### src/rtl/mdu_pkg.sv
// mdu_pkg: shared types and constants for the HI/LO multiply/divide unit.
//   mdu_op_t    - 4-bit MDU opcode presented by the execute stage
//   mdu_state_t - sequencer state
//   DIV_ZERO_LO - LO value produced by a divide by zero
//   abs32       - magnitude of an operand, signed or unsigned view
package mdu_pkg;

  typedef enum logic [3:0] {
    OP_MULT  = 4'd0,
    OP_MULTU = 4'd1,
    OP_DIV   = 4'd2,
    OP_DIVU  = 4'd3,
    OP_MADD  = 4'd4,
    OP_MADDU = 4'd5,
    OP_MSUB  = 4'd6,
    OP_MSUBU = 4'd7,
    OP_MTHI  = 4'd8,
    OP_MTLO  = 4'd9,
    OP_NONE  = 4'd15
  } mdu_op_t;

  typedef enum logic [2:0] {
    S_IDLE = 3'd0,
    S_MUL  = 3'd1,
    S_ACC  = 3'd2,
    S_DIV  = 3'd3,
    S_DONE = 3'd4
  } mdu_state_t;

  localparam logic [31:0] DIV_ZERO_LO = 32'hFFFF_FFFF;

  // 0x8000_0000 maps onto itself, which is the correct unsigned magnitude.
  function automatic logic [31:0] abs32(input logic [31:0] v, input logic sgn);
    return (sgn && v[31]) ? (~v + 32'd1) : v;
  endfunction

endpackage

### src/rtl/div_radix2.sv
// div_radix2: iterative restoring divider, one quotient bit per cycle.
//   start/signed_op/a/b : load operands (magnitudes taken here)
//   abort               : drop the division in flight
//   quotient/remainder  : sign-corrected results, meaningful while valid=1
//   valid               : high for one cycle after DIV_ITER iterations
module div_radix2
  import mdu_pkg::*;
#(
  parameter int DIV_ITER = 32
) (
  input  logic        clk,
  input  logic        rst,
  input  logic        start,
  input  logic        signed_op,
  input  logic [31:0] a,
  input  logic [31:0] b,
  input  logic        abort,
  output logic [31:0] quotient,
  output logic [31:0] remainder,
  output logic        valid
);
  localparam int CW = $clog2(DIV_ITER + 1);

  logic [31:0]   rem_q, rem_d, quo_q, quo_d, dvs_q, dvs_d;
  logic [CW-1:0] cnt_q, cnt_d;
  logic          run_q, run_d, qneg_q, qneg_d, rneg_q, rneg_d, bz_q, bz_d;
  logic [32:0]   rem_sh;
  logic [33:0]   diff;

  always_comb begin
    rem_d  = rem_q;
    quo_d  = quo_q;
    dvs_d  = dvs_q;
    cnt_d  = cnt_q;
    run_d  = run_q;
    qneg_d = qneg_q;
    rneg_d = rneg_q;
    bz_d   = bz_q;
    // quo_q doubles as the dividend shift register
    rem_sh = {rem_q, quo_q[31]};
    diff   = {1'b0, rem_sh} - {2'b00, dvs_q};
    if (abort) begin
      run_d = 1'b0;
    end else if (start) begin
      rem_d  = '0;
      quo_d  = abs32(a, signed_op);
      dvs_d  = abs32(b, signed_op);
      cnt_d  = CW'(DIV_ITER);
      run_d  = 1'b1;
      qneg_d = signed_op & (a[31] ^ b[31]);
      rneg_d = signed_op & a[31];
      bz_d   = (b == 32'd0);
    end else if (run_q) begin
      if (cnt_q != '0) begin
        cnt_d = cnt_q - 1'b1;
        rem_d = diff[33] ? rem_sh[31:0] : diff[31:0];
        quo_d = {quo_q[30:0], ~diff[33]};
      end else begin
        run_d = 1'b0;
      end
    end
  end

  always_ff @(posedge clk or posedge rst) begin
    if (rst) begin
      rem_q  <= '0;
      quo_q  <= '0;
      dvs_q  <= '0;
      cnt_q  <= '0;
      run_q  <= 1'b0;
      qneg_q <= 1'b0;
      rneg_q <= 1'b0;
      bz_q   <= 1'b0;
    end else begin
      rem_q  <= rem_d;
      quo_q  <= quo_d;
      dvs_q  <= dvs_d;
      cnt_q  <= cnt_d;
      run_q  <= run_d;
      qneg_q <= qneg_d;
      rneg_q <= rneg_d;
      bz_q   <= bz_d;
    end
  end

  assign valid     = run_q && (cnt_q == '0);
  // A zero divisor leaves rem=|a| and all-ones quotient; force LO regardless of sign.
  assign quotient  = bz_q ? DIV_ZERO_LO : (qneg_q ? (~quo_q + 32'd1) : quo_q);
  assign remainder = rneg_q ? (~rem_q + 32'd1) : rem_q;

endmodule

### src/rtl/hilo_mdu_ctrl.sv
// hilo_mdu_ctrl: multi-cycle MUL/MADD/MSUB/DIV sequencer and owner of HI/LO.
//   start/op/a/b : execute-stage MDU instruction and operands
//   flush        : kills the op in flight and any HILO write on that edge
//   stall_reqE   : stall request to the hazard unit
//   busy/done    : FSM not idle / HILO written by a multi-cycle op
//   hilo         : current {HI, LO}
// Build option: HILO_MDU_MADD_EN enables MADD/MADDU/MSUB/MSUBU; without it
// those opcodes act as NONE and the ACC path is not built.
module hilo_mdu_ctrl
  import mdu_pkg::*;
#(
  parameter int DIV_ITER   = 32,
  parameter int MUL_STAGES = 1
) (
  input  logic        clk,
  input  logic        rst,
  input  logic        start,
  input  mdu_op_t     op,
  input  logic [31:0] a,
  input  logic [31:0] b,
  input  logic        flush,
  output logic        stall_reqE,
  output logic        busy,
  output logic        done,
  output logic [63:0] hilo
);
  mdu_state_t  state_q, state_d;
  mdu_op_t     op_q, op_d;
  logic [63:0] hilo_q, hilo_d;
  logic [1:0]  mul_cnt_q, mul_cnt_d;
  logic [63:0] prod_d;
  logic [63:0] prod_q [MUL_STAGES];
  logic [63:0] ea, eb;
  logic        msgn, mul_ready, div_start, div_valid;
  logic [31:0] div_quo, div_rem;

  function automatic logic op_multi(input mdu_op_t o);
    case (o)
      OP_MULT, OP_MULTU, OP_DIV, OP_DIVU: return 1'b1;
`ifdef HILO_MDU_MADD_EN
      OP_MADD, OP_MADDU, OP_MSUB, OP_MSUBU: return 1'b1;
`endif
      default: return 1'b0;
    endcase
  endfunction

  // 64x64 truncated product of the extended operands is the exact 64-bit result
  // for both signed and unsigned forms.
  always_comb begin
    msgn   = (op == OP_MULT) || (op == OP_MADD) || (op == OP_MSUB);
    ea     = msgn ? {{32{a[31]}}, a} : {32'd0, a};
    eb     = msgn ? {{32{b[31]}}, b} : {32'd0, b};
    prod_d = ea * eb;
  end

  assign mul_ready = (int'(mul_cnt_q) == MUL_STAGES - 1);

  always_comb begin
    state_d    = state_q;
    hilo_d     = hilo_q;
    op_d       = op_q;
    mul_cnt_d  = mul_cnt_q;
    stall_reqE = 1'b0;
    done       = 1'b0;
    div_start  = 1'b0;
    case (state_q)
      S_IDLE: begin
        mul_cnt_d  = '0;
        stall_reqE = start && op_multi(op);
        if (start && !flush) begin
          op_d = op;
          case (op)
            OP_MTHI: hilo_d[63:32] = a;
            OP_MTLO: hilo_d[31:0]  = a;
            OP_MULT, OP_MULTU: state_d = S_MUL;
`ifdef HILO_MDU_MADD_EN
            OP_MADD, OP_MADDU, OP_MSUB, OP_MSUBU: state_d = S_MUL;
`endif
            OP_DIV, OP_DIVU: begin
              state_d   = S_DIV;
              div_start = 1'b1;
            end
            default: ;
          endcase
        end
      end
      S_MUL: begin
        stall_reqE = 1'b1;
        if (mul_ready) begin
          if (op_q == OP_MULT || op_q == OP_MULTU) begin
            hilo_d  = prod_q[MUL_STAGES-1];
            state_d = S_DONE;
          end else begin
            state_d = S_ACC;
          end
        end else begin
          mul_cnt_d = mul_cnt_q + 2'd1;
        end
      end
`ifdef HILO_MDU_MADD_EN
      S_ACC: begin
        stall_reqE = 1'b1;
        hilo_d  = (op_q == OP_MADD || op_q == OP_MADDU) ? hilo_q + prod_q[MUL_STAGES-1]
                                                        : hilo_q - prod_q[MUL_STAGES-1];
        state_d = S_DONE;
      end
`endif
      S_DIV: begin
        stall_reqE = 1'b1;
        if (div_valid) begin
          hilo_d  = {div_rem, div_quo};
          state_d = S_DONE;
        end
      end
      S_DONE: begin
        // start still shows the retiring instruction here, so it is ignored
        done    = 1'b1;
        state_d = S_IDLE;
      end
      default: state_d = S_IDLE;
    endcase
    if (flush) begin
      state_d = S_IDLE;
      hilo_d  = hilo_q;
    end
  end

  always_ff @(posedge clk or posedge rst) begin
    if (rst) begin
      state_q   <= S_IDLE;
      op_q      <= OP_NONE;
      hilo_q    <= '0;
      mul_cnt_q <= '0;
      for (int i = 0; i < MUL_STAGES; i++) prod_q[i] <= '0;
    end else begin
      state_q   <= state_d;
      op_q      <= op_d;
      hilo_q    <= hilo_d;
      mul_cnt_q <= mul_cnt_d;
      // stage 0 tracks a/b only while idle, freezing the start-cycle operands
      if (state_q == S_IDLE) prod_q[0] <= prod_d;
      for (int i = 1; i < MUL_STAGES; i++) prod_q[i] <= prod_q[i-1];
    end
  end

  div_radix2 #(.DIV_ITER(DIV_ITER)) u_div (
    .clk       (clk),
    .rst       (rst),
    .start     (div_start),
    .signed_op (op == OP_DIV),
    .a         (a),
    .b         (b),
    .abort     (flush),
    .quotient  (div_quo),
    .remainder (div_rem),
    .valid     (div_valid)
  );

  assign busy = (state_q != S_IDLE);
  assign hilo = hilo_q;

endmodule
### config.mk
export PLATFORM = sky130hd
export DESIGN_NAME = hilo_mdu_ctrl
export DESIGN_NICKNAME = d
export VERILOG_FILES = /design/src/rtl/mdu_pkg.sv /design/src/rtl/div_radix2.sv /design/src/rtl/hilo_mdu_ctrl.sv
export SDC_FILE = /design/constraint.sdc
export NUM_CORES = 2
export LEC_CHECK = 0
export ABC_AREA = 1
export CAP_MARGIN = 20
export CORE_UTILIZATION = 28
export CTS_BUF_LIST = sky130_fd_sc_hd__clkbuf_16
export DETAILED_ROUTE_END_ITERATION = 10
export GPL_TIMING_DRIVEN = 0
export HOLD_SLACK_MARGIN = 0.02
export PLACE_DENSITY = 0.41
export SYNTH_ARGS = -nofsm -noshare
export SYNTH_HDL_FRONTEND = slang
export SYNTH_SLANG_ARGS = --single-unit
### constraint.sdc
create_clock -name clk -period 18.3 [get_ports clk]
set_clock_uncertainty 0.2 [all_clocks]
set_input_delay 5.49 -clock clk [delete_from_list [all_inputs] [get_ports clk]]
set_output_delay 5.49 -clock clk [all_outputs]
set_load 0.02 [all_outputs]
* After elaboration in Yosys (flattened, before gate mapping)
Cells that the tools add are included.
Word-level totals: logic and storage cells 129, register bits after elaboration 243, input port bits 72, output and inout port bits 67
Cells by class: add/sub/neg operators 7, $mul 1, eq/ne operators 22, muxes and demuxes 44, bitwise gates (word level) 9, reductions and logical operators 32
Operators with widths (number):
- $mux W32 | 14
- $mux W64 | 6
- $pmux W64 S3 | 1
- $add A32 B1 Y32 const B | 4
- $not A32 Y32 | 4
- $mul A64 B64 Y64 | 1
- $sub A33 B32 Y34 | 1
- $logic_not A32 Y1 | 1
- $mux W6 | 3
- $mux W3 | 5
- $reduce_and A7 Y1 | 2
- $mux W1 | 10
- $ne A2 B2 Y1 const B | 5
- $ne A3 B3 Y1 const B | 3
- $pmux W3 S3 | 1
- $eq A4 B1 Y1 const B | 2
- $eq A4 B2 Y1 const B | 2
- $eq A4 B3 Y1 const B | 2
- $eq A4 B4 Y1 const B | 2
- $logic_not A4 Y1 | 2
- $logic_not A6 Y1 | 1
- $pmux W3 S2 | 1
- $reduce_and A2 Y1 | 3
- $reduce_bool A2 Y1 | 3
- other kinds (24) | 36

* Depth between registers and ports, before layout
word-level depth 7, mapped depth 48, depth with buffers taken out 47

* Cells and area by module
A second synthesis with hierarchy kept.
Second synthesis, totals: cells, all modules 8506, area total of the unflattened synthesis 66024.6 um2
By module, submodules not included:
- hilo_mdu_ctrl | seq. area each 3407.0 um2, times used 1, area an instance 55325.6 um2, cells an instance 6712
- div_radix2 | seq. area each 2652.5 um2, times used 1, area an instance 10699.0 um2, cells an instance 1794

* Least setup slack after synthesis
No wires, ideal clock.
path kind input port to flip-flop, from in op[2], to reg prod_q[63] (netlist bit), data required time 17.982 ns, buffers on the path 3, stages 36, setup time 0.118 ns, setup slack 3.901 ns, data arrival time 14.081 ns, path through inv_1 -> nand2_1 -> nand2_1 -> clkbuf_1 -> clkbuf_1 -> clkbuf_1 -> nor2_1 -> fa_1 -> inv_1 -> fa_1 -> inv_1 -> fa_1 -> fa_1 -> fa_1 -> inv_1 -> fa_1 -> inv_1 -> fa_1 -> inv_1 -> fa_1 -> inv_1 -> fa_1 -> inv_1 -> fa_1 -> inv_1 -> ha_1 -> nand2_1 -> nor3_1 -> nand2_1 -> inv_1 -> nand2_1 -> nand3b_1 -> nand2_1 -> nand3_1 -> nand3_1 -> nand2_1
On the way: word-level cells in the longest chain between the ends 5, elaborated cells on any way between the ends 8, those cells by class 1 x mul; 2 x eq/ne; 2 x mux; 3 x reduce/logical
RTL lines:
- from (decl) | RTL line hilo_mdu_ctrl.sv:18 | input mdu_op_t op,
- $eq A4 B3 Y1 or $logic_not A4 Y1 (tied branches) | RTL line hilo_mdu_ctrl.sv:50 | msgn = (op == OP_MULT) || (op == OP_MADD) || (op == OP_MSUB);
- $logic_or A1 B1 Y1 | RTL line hilo_mdu_ctrl.sv:50
- $logic_or A1 B1 Y1 * | RTL line hilo_mdu_ctrl.sv:50
- $mux W64 (on tied branches) | RTL line hilo_mdu_ctrl.sv:51, hilo_mdu_ctrl.sv:52
- $mul A64 B64 Y64 * | RTL line hilo_mdu_ctrl.sv:53 | prod_d = ea * eb;
- to (decl) | RTL line hilo_mdu_ctrl.sv:32 | logic [63:0] prod_q [MUL_STAGES];
Every way passes the cells marked *; elsewhere a longest branch is shown, timed or not. A chain may end at the register's enable or synchronous reset.

* Final worst setup path
from in op[1], to reg prod_q[60] (netlist bit)
The elaborated chain is that of the path after synthesis.

==> metrics.md <==
| Metric | Value |
|---|---|
| Worst slack, placed | `-169 ps` |
| Max-Cap Viols | `0` |
| Gr ovfl total | `0` |
| Post-Syn Area | `between 60000 and 70000 sq um` |
| Vias per inst | `roughly 5` |
| Crit-path max FO | `10` |
| TritonCTS Buffers | `31` |
| Critical Path Max Stage Delay | `1030 ps` |
| Clock transition at path regs | `about 60 ps` |
| Top cell by count, worst path | `fa_1` |
| Worst-margin pin slew | `about 1300 ps` |
| Worst slew margin | `14.9%` |
| Setup Fix Bufs, Post-CTS | `0` |
| Primary FF master, synth | `dfrtp_1` |
| Mapped Cells | `~8300` |
| Worst setup SP type | `input pin` |
| CTS max path bufs | `3` |
| First-pass GRT wire length | `approximately 460 mm` |
| CP Capture Type | `flip-flop` |
| # DRC | `0` |
| Nets | `around 10000` |
| Fraction of layout cells with a size suffix above 1 | `approximately 2.3%` |
| Die Wd | `485 microns` |
| Root Driver | `clkbuf_16` |
| Slowest-stage cell, CP | `fa_1` |
| Met3 usage | `under 10%` |
| DR iter-0 viols | `between 5000 and 6000` |
| Area Overhead vs Synth | `10.3%` |
| Synth top cells by count | `2381 x inv_1, 1789 x nand2_1, 1420 x fa_1` |
| DIE AREA | `235000 sq um` |
| Distinct cells, synth | `just over 50` |
| DP HPWL | `between 200 and 300 mm` |
| Share of the synthesized area in the top cell type | `between 40% and 50%` |
| R2r startpoint | `u_div.cnt_q[0]` |
| Status | `completed` |
| Largest net degree at the start of global routing | `111` |
| 1st-pass router iterations | `6` |
| DRT Wirelength | `between 300 and 400 mm` |
| Synth area leaders | `fa_1 43%, inv_1 14%, nand2_1 10%` |
| Fill cells | `25200` |
| Ys async rst share | `100%` |
| Top Ports | `approximately 140` |
| Core ar. | `around 230000 sq um` |
| Final worst-path cycle share | `between 90% and 100%` |
| Syn_area_per_cell | `a little under 8 sq um` |
| Crit path capture | `prod_q[60]` |
| Dpl cells | `about 11000` |
| Slew Limit Fails | `0` |
| Syn Nets | `~10000` |
| IO buf count | `between 80 and 90` |
| Crit path DAT | `about 18000 ps` |
| Worst hold path class | `reg -> reg` |
| Fmax | `around 0.056 GHz` |
| Std-Cell Rows | `between 150 and 200` |
| Total GRT Usage | `between 20% and 30%` |
| Post_cts resized | `0` |
| Clock Latency Late Sink | `650 ps` |
| Final setup violation count | `0` |
| Critical Path Source | `op[1]` |
| Starting Density | `~28%` |
| Required time worst endpoint | `about 19000 ps` |
| Post-layout util | `31.2%` |
| Initial antenna violation count | `32` |
| Yosys warnings | `0` |
| Post-synth EDFFs | `0` |
| Crit Reg-Reg Endpoint | `hilo[60]` |
| Final min period | `between 15000 and 20000 ps` |
| Biggest area consumer among synthesized cells | `fa_1` |
| CTS tree | `built` |
| Vias in the first global route | `60100` |
| Critical path class | `in -> reg` |
| Final ANT Viol Nets | `0` |
| Post-route insts no fill | `roughly 12000` |
| Seq/Total Area, Yosys | `under 10%` |
| GR Util met2 | `a little under half` |
| Hold_buf cts | `0` |
| H-tree levels | `1` |
| Wire per inst | `28.5 microns` |
| Worst r2r path cells | `12` |
| Height of the die | `about 490 microns` |
| RSZ-0062 raised after global routing | `no` |
| GP Congestion | `approximately 0.97` |
| Count of state elements after synthesis | `around 240` |
| Final setup TNS | `0 ps` |
| Via count | `between 50000 and 60000` |
| Final WS setup | `~550 ps` |
| Worst reg2reg setup slack | `around 14000 ps` |
| Met1 usage | `about 38%` |
| Number of hold violations in the final report | `0` |
| TritonCTS Sinks | `approximately 240` |
| GRT busiest layer | `met2` |
| Count leader, synth | `inv_1` |
[layout by cell type, fill, tap and decap left out, types with 68 or more instances in the layout]
| master | instances |
|---|---|
| buf_1 | 78 |
| clkdlybuf4s50_1 | 82 |
| o21ai_0 | 296 |
| nor2_1 | 497 |
| nand3_1 | 243 |
| fa_1 | 1420 |
| dfrtp_1 | 239 |
| clkbuf_1 | 233 |
| a21oi_1 | 217 |
| inv_1 | 2383 |
| xor2_1 | 68 |
| ha_1 | 351 |
| nand2_1 | 1789 |
[critical path, delay by kind of cell]
kind	cells	cell delay (ps)
AND/OR/NAND/NOR	11	2010
buffers and inverters	11	3570
adder cells (fa/ha/maj)	11	6910
[sequential cells by signal, indices dropped and copies added (netlist names)]
| signal | cells |
|---|---|
| u_div.run_q | 1 |
| u_div.dvs_q | 32 |
| mul_cnt_q | 2 |
| u_div.rneg_q | 1 |
| state_q | 3 |
| prod_q | 64 |
| u_div.qneg_q | 1 |
| op_q | 3 |
| u_div.cnt_q | 6 |
| u_div.quo_q | 32 |
| u_div.bz_q | 1 |
| hilo | 64 |
| u_div.rem_q | 32 |
[per-stage QoR]
| step | area (sq um) | hold slack, ps |
|---|---|---|
| 2_1_floorplan | 65400 | 242 |
| 3_3_place_gp | 70000 | 272 |
| 3_5_place_dp | 70900 | 278 |
| 4_1_cts | 71900 | 293 |
| 5_1_grt | 72100 | 308 |
| 6_report | 72100 | 289 |
[cells by family after synthesis]
kind of cell,count (synthesis),share of synthesized area [%]
buffers and inverters,2741,15.8
AO/OA/AOI/OAI,763,6.77
AND/OR/NAND/NOR,2700,16.6
multiplexers,1,0.0172
XOR/XNOR,103,1.38
adder cells (fa/ha/maj),1771,50.2
flip-flops,242,9.27
[worst min path at each step]
stage / from / to / slack, ps / cells after the start
6_report: u_div.dvs_q[20] / u_div.dvs_q[20] / 290 / 2
5_1_grt: prod_q[21] / prod_q[21] / 310 / 2
4_1_cts: u_div.dvs_q[15] / u_div.dvs_q[15] / 290 / 2
3_5_place_dp: u_div.dvs_q[5] / u_div.dvs_q[5] / 280 / 2
3_3_place_gp: u_div.dvs_q[13] / u_div.dvs_q[13] / 270 / 2
2_1_floorplan: prod_q[1] / prod_q[1] / 240 / 2
[layer usage]
layer / wire, microns / share of wire, % / up-vias
li1: - / - / 24600
met1: 141000 / 43 / 29600
met2: 152000 / 46 / 2045
met3: 20200 / 6.1 / 400
met4: 15800 / 4.8 / 10
met5: 67 / 0.020 / -
[final cells by class]
cell class | instances | area, sq um | share of cell area, %
multi-input cells | 5338 | 49000 | 68.0
inverters | 2388 | 8970 | 12.4
flip-flops and latches | 242 | 6060 | 8.41
well taps | 3026 | 3790 | 5.25
repair buffers | 142 | 1860 | 2.58
plain buffers | 353 | 1380 | 1.91
clock buffers | 31 | 776 | 1.08
clock inverters | 21 | 233 | 0.323
diodes | 6 | 15.0 | 0.0208
Power is not shown: default switching activity piles up to over one toggle a cycle in this logic, so the estimate is an artifact.
